--- src/rtl/data_mem_responder_if.sv ---
// Data-memory request/response bus between a processor and a responder.
// Ports: req/we/addr/wdata from master; rdata/ack/busy/err from slave.
interface data_mem_responder_if #(
  parameter int ADDR_W = 8
);
  logic              req;
  logic              we;
  logic [ADDR_W-1:0] addr;
  logic [31:0]       wdata;
  logic [31:0]       rdata;
  logic              ack;
  logic              busy;
  logic              err;

  modport master (
    output req, we, addr, wdata,
    input  rdata, ack, busy, err
  );

  modport slave (
    input  req, we, addr, wdata,
    output rdata, ack, busy, err
  );
endinterface

--- src/rtl/data_mem_responder.sv ---
// Word-addressed data memory with wait states and one-cycle ack pulse.
// Ports: clk, reset (sync, active-low), bus (slave: req/we/addr/wdata
// in, rdata/ack/busy/err out). Option: DATA_MEM_ALIGN_CHECK_EN flags
// accesses with addr[1:0] != 0 via err and suppresses them.
module data_mem_responder #(
  parameter int ADDR_W      = 8,
  parameter int WAIT_CYCLES = 2
) (
  input  logic                 clk,
  input  logic                 reset,
  data_mem_responder_if.slave  bus
);

  localparam int WORDS = 1 << (ADDR_W - 2);

  typedef enum logic [1:0] {
    IDLE = 2'd0,
    WAIT = 2'd1,
    RESP = 2'd2
  } state_t;

  state_t st;
  state_t st_n;

  logic [3:0]        cnt;
  logic              we_q;
  logic [ADDR_W-3:0] widx_q;
  logic [31:0]       wdata_q;
  logic              mis;
  logic              take;

  logic [31:0] mem [WORDS];

  assign take = (st == IDLE) && bus.req;

`ifdef DATA_MEM_ALIGN_CHECK_EN
  logic mis_q;

  always_ff @(posedge clk) begin
    if (take) mis_q <= |bus.addr[1:0];
  end

  assign mis = mis_q;
`else
  wire unused_lsb = &{1'b0, bus.addr[1:0]};

  assign mis = 1'b0;
`endif

  always_ff @(posedge clk) begin
    if (!reset) st <= IDLE;
    else        st <= st_n;
  end

  always_comb begin
    st_n = st;
    case (st)
      IDLE: begin
        if (bus.req) st_n = (WAIT_CYCLES == 0) ? RESP : WAIT;
      end
      WAIT: begin
        // cnt <= 1 guards against a stuck zero count
        if (cnt <= 4'd1) st_n = RESP;
      end
      RESP:    st_n = IDLE;
      default: st_n = IDLE;
    endcase
  end

  always_ff @(posedge clk) begin
    if (!reset)         cnt <= '0;
    else if (take)      cnt <= 4'(WAIT_CYCLES);
    else if (st == WAIT) cnt <= cnt - 4'd1;
  end

  always_ff @(posedge clk) begin
    if (take) begin
      we_q    <= bus.we;
      widx_q  <= bus.addr[ADDR_W-1:2];
      wdata_q <= bus.wdata;
    end
  end

  // No reset on the array; reset only blocks the RESP-cycle write
  always_ff @(posedge clk) begin
    if (reset && st == RESP && we_q && !mis)
      mem[widx_q] <= wdata_q;
  end

  always_comb begin
    bus.ack   = 1'b0;
    bus.busy  = 1'b0;
    bus.err   = 1'b0;
    bus.rdata = '0;
    unique case (1'b1)
      (st == RESP): begin
        bus.ack  = 1'b1;
        bus.busy = 1'b1;
        bus.err  = mis;
        if (!we_q && !mis) bus.rdata = mem[widx_q];
      end
      (st == WAIT): bus.busy = 1'b1;
      default: ;
    endcase
  end

endmodule

--- src/flat_wrapper.sv ---
// flat-port wrapper written by rule: the top's interface ports become plain ports
module data_mem_responder_flat 
#(
  parameter int ADDR_W      = 8,
  parameter int WAIT_CYCLES = 2
)
  (clk, reset, bus_req, bus_we, bus_addr, bus_wdata, bus_rdata, bus_ack, bus_busy, bus_err);
  data_mem_responder_if #(.ADDR_W(ADDR_W)) bus_i ();
  input  logic clk;
  input  logic reset;
  input wire logic [$bits(bus_i.req)-1:0] bus_req;
  input wire logic [$bits(bus_i.we)-1:0] bus_we;
  input wire logic [$bits(bus_i.addr)-1:0] bus_addr;
  input wire logic [$bits(bus_i.wdata)-1:0] bus_wdata;
  output wire logic [$bits(bus_i.rdata)-1:0] bus_rdata;
  output wire logic [$bits(bus_i.ack)-1:0] bus_ack;
  output wire logic [$bits(bus_i.busy)-1:0] bus_busy;
  output wire logic [$bits(bus_i.err)-1:0] bus_err;
  assign bus_i.req = bus_req;
  assign bus_i.we = bus_we;
  assign bus_i.addr = bus_addr;
  assign bus_i.wdata = bus_wdata;
  assign bus_rdata = bus_i.rdata;
  assign bus_ack = bus_i.ack;
  assign bus_busy = bus_i.busy;
  assign bus_err = bus_i.err;
  data_mem_responder #(.ADDR_W(ADDR_W), .WAIT_CYCLES(WAIT_CYCLES)) u_core (.clk(clk), .reset(reset), .bus(bus_i));
endmodule
--- config.mk ---
export PLATFORM = sky130hd
export DESIGN_NAME = data_mem_responder_flat
export DESIGN_NICKNAME = d
export VERILOG_FILES = /design/src/rtl/data_mem_responder_if.sv /design/src/rtl/data_mem_responder.sv /design/src/flat_wrapper.sv
export SDC_FILE = /design/constraint.sdc
export NUM_CORES = 2
export LEC_CHECK = 0
export CAP_MARGIN = 25
export CORE_ASPECT_RATIO = 0.9
export CORE_MARGIN = 8
export CORE_UTILIZATION = 35
export DETAILED_ROUTE_END_ITERATION = 10
export SKIP_LAST_GASP = 1
export SYNTH_ARGS = -nofsm -noshare
export SYNTH_HDL_FRONTEND = slang
export SYNTH_SLANG_ARGS = --single-unit
export TNS_END_PERCENT = 30
--- constraint.sdc ---
create_clock -name clk -period 3 [get_ports clk]
set_input_delay 0.9 -clock clk [delete_from_list [all_inputs] [get_ports clk]]
set_output_delay 0.9 -clock clk [all_outputs]
set_load 0.03 [all_outputs]
==> qor.csv <==
stage,metric,value,unit
status,outcome,finished with violations,
status,failing checks,negative setup slack,
place,Port Buffer Count,75,
logic_synthesis,ys async rst share,0,
critical_path,WP buf/inv,7,
critical_path,most used cell along the critical path,buf_12,
logic_synthesis,Syn Inst Count,3377,
cells_and_area,multi-input logic area,17000,um^2
place,placed insts,6888,
cells_and_area,Final Instance Area,98900,um^2
critical_path,reg2reg start,u_core.widx_q[5],
critical_path,Crit path max-delay family,multiplexers,
logic_synthesis,syn_area_per_cell,23.7,um^2
die,# IOs,79,
power_and_ir_drop,Total Power,79500,uW
routing,Final ANT Viol Nets,0,
grt,vias in the first global route,40300,
die,Core Region,227000,um^2
job,Max Cap Viol,0,
critical_path,Critical-path top delay cell,mux4_2,
grt,pin count of the biggest net entering global routing,65,
worst_hold_path,hold_sp,u_core.cnt[3],
routing,vias post-DR,40300,
critical_path,CP Max Fanout,7,
critical_path,WP data required,2100,ps
clock_network,CTS Buf Count,199,
routing,Via density,5.49,
logic_synthesis,post-synthesis mux area share,0.172,
critical_path,"slowest stage delay, CP",520,ps
critical_path,Worst R2R Path Depth,3,
logic_synthesis,Syn Nets,3427,
critical_path,crit-path cells,buf_12 -> buf_16 -> buf_12 -> buf_16 -> buf_12 -> buf_4 -> mux4_2 -> mux4_2 -> a21oi_2 -> nor3_4 -> buf_6,
worst_hold_path,Hold EP,u_core.cnt[3],
routing,WL per Instance,30.4,um
worst_hold_path,WHS Path Cells,2,
logic_synthesis,Synth Area in Compound Gates,0.0148,
cells_and_area,layout cells sized above 1,0.394,
grt,GR Layer Usage met3,0.0358,
logic_synthesis,post-synthesis adder-cell area fraction,0.000938,
timing,fin crit share,1.48,
place,Detailed Place HPWL,138000,um
clock_network,Clock Sinks,2099,
grt,initial antenna violation count,4,
die,Starting Density,0.352,
place,placement-stage cell area,90600,um^2
routing,DR pass1 iterations,5,
clock_network,CTS tree,yes,
timing,final hold viol count,0,
clock_network,H-Tree Depth,4,
timing,Final min period,4450,ps
logic_synthesis,Simple-Gate Fraction of Synth Area,0.0129,
critical_path,r2r setup slk,610,ps
cells_and_area,Layout Cells excl Fill,7345,
clock_network,Clock Tree Buf Depth,3,
cells_and_area,Total Nets Final,4203,
timing,"Slew Viols, Final",0,
timing,unrepaired setup endpoints after global routing,yes,
cells_and_area,"commonest non-fill, non-tap cell in the layout",edfxtp_1,
timing,Max Clk Rate,225,MHz
timing,Worst Skew,41.2,ps
die,DIE AREA,244000,um^2
critical_path,Critical Path AT,3550,ps
grt,first-pass GRT wire length,312000,um
die,# rows,166,
grt,GR peak layer,met2,
grt,met2 usage,0.278,
cells_and_area,Layout area overhead,23.6,%
cells_and_area,"commonest non-fill, non-tap cells in the layout","2087 x edfxtp_1, 564 x mux4_2, 477 x buf_4",
critical_path,startpoint types,flip-flop,
clock_network,Worst-Skew Late Latency,850,ps
grt,GR Util met1,0.258,
timing,headroom to the max-slew limit,0.467,
logic_synthesis,"Distinct cells, synth",51,
die,Vert. Die Dim,470,um
routing,final wirelength,223000,um
cells_and_area,storage element area,62900,um^2
critical_path,Worst Setup End Kind,primary output,
routing,number of remaining DRC errors,0,
clock_network,Worst-path clk slew,60,ps
power_and_ir_drop,Power Dens Cells,803,nW/um^2
timing,setup ws final,-1450,ps
clock_network,cts hold-fix bufs,0,
critical_path,R2R Path End,u_core.mem[34][31],
logic_synthesis,post-synthesis sequential area ratio,0.786,
logic_synthesis,Post-synth EDFFs,2087,
cells_and_area,fillers,19100,
die,Die X,520,um
clock_network,CTS root buf,clkbuf_16,
worst_hold_path,min-delay worst type,reg2reg,
place,GPL Wtd Cong,0.797,
grt,GRT overflow,0,
logic_synthesis,ys flop type,edfxtp_1,
logic_synthesis,post-synthesis register bit count,2099,
logic_synthesis,Mapped Area,80000,um^2
grt,GRT Total Usage,0.178,
timing,worst-margin pin slew,799,ps
routing,Initial DRC Count,5240,
logic_synthesis,combinational family with the most area after synthesis,multiplexers,
critical_path,Setup CP Type,reg2out,
timing,Final setup viols,34,
power_and_ir_drop,leakage power,0.0316,uW
logic_synthesis,Yosys warnings,0,
logic_synthesis,Post-Synth XOR/XNOR Area,0.000328,
power_and_ir_drop,VDD IR max,503,uV
-- worst max path at each step --
stage | cells after the start | from | endpoint
floorplan | 4 | reset | u_core.mem[63][0]
global placement | 8 | flip-flop | bus_rdata[21]
detailed placement | 8 | flip-flop | bus_rdata[21]
CTS | 10 | flip-flop | bus_rdata[18]
global route | 10 | flip-flop | bus_rdata[18]
finish | 11 | flip-flop | bus_rdata[21]
-- worst min-delay path: cells and delay by family (launching register included) --
kind	cells	cell delay, ps
XOR/XNOR	1	80
flip-flops	1	350
AND/OR/NAND/NOR	1	70
-- power by group --
part / internal (uW) / switching, uW
Combinational: 9750 / 10300
Sequential: 33800 / 261
Clock: 14300 / 11000
-- metrics by stage --
step,setup WS [ps],util,hold WS [ps],setup TNS [ps]
floorplan,-235,-,485,-375670
global placement,-1230,0.398,515,-22540
detailed placement,-1230,0.398,525,-22500
CTS,-1510,0.432,542,-47150
global route,-1550,0.435,565,-47290
finish,-1450,0.435,543,-43760
-- area by class of cell --
class,count,area share
Clock inverter,122,0.0129
Tap cell,3024,0.0383
Sequential cell,2099,0.636
Clock buffer,245,0.0530
Multi-Input combinational cell,1090,0.172
Antenna cell,2,0.0000506
Timing Repair Buffer,754,0.0874
Inverter,9,0.000367
-- what timing repair did --
action | in CTS | in global routing
buffers inserted | 61 | 20
cloned | 8 | 3
gates resized for setup | 89 | 59
setup endpoints to repair | 34 | 34
pin swaps | 16 | 19
-- state kept, by name, indices dropped and copies added, names as in the netlist, named ones only --
register,cells
u_core.mem,2048
u_core.wdata_q,32
u_core.widx_q,6
u_core.cnt,4
u_core.st,2
u_core.we_q,1
-- synth_stat cells (all sizes together) (2+ instances only) --
cell,instances,area [um^2]
and3,2,12.5
nand3,23,115
and2,6,37.5
nor3,15,75.1
a22oi,40,300
o22ai,15,93.8
or2,2,12.5
mux2i,90,901
a21oi,35,175
dfxtp,12,240
xnor2,2,17.5
a211oi,5,37.5
a31oi,8,50.1
a21o,2,15.0
nand2b,9,56.3
mux2,17,191
a21boi,2,15.0
mux4,564,12700
edfxtp,2087,62700
ha,6,75.1
a211o,3,26.3
nand3b,4,30.0
a221oi,7,61.3
buf,124,764
clkbuf,55,206
nor3b,2,15.0
nor2b,11,68.8
o211ai,13,97.6
inv,8,30.0
nand2,52,195
o21ai,33,165
nor2,98,368
o221a,2,22.5
o221ai,9,78.8
or3,2,12.5
nor4b,2,17.5
-- layer usage --
metal | wire (um) | up-vias
met2 | 104000 | 1943
met4 | 4830 | 0
li1 | - | 16100
met3 | 19700 | 274
met5 | 0 | -
met1 | 94900 | 22000
-- cell families after synthesis --
kind of cell	count (synthesis)
compound gates	179
fa+ha+maj	6
buf+inv	188
simple gates	230
mux	671
flops	2099
xor+xnor	3
other cells	1
Power figures use the tool's default switching activity.
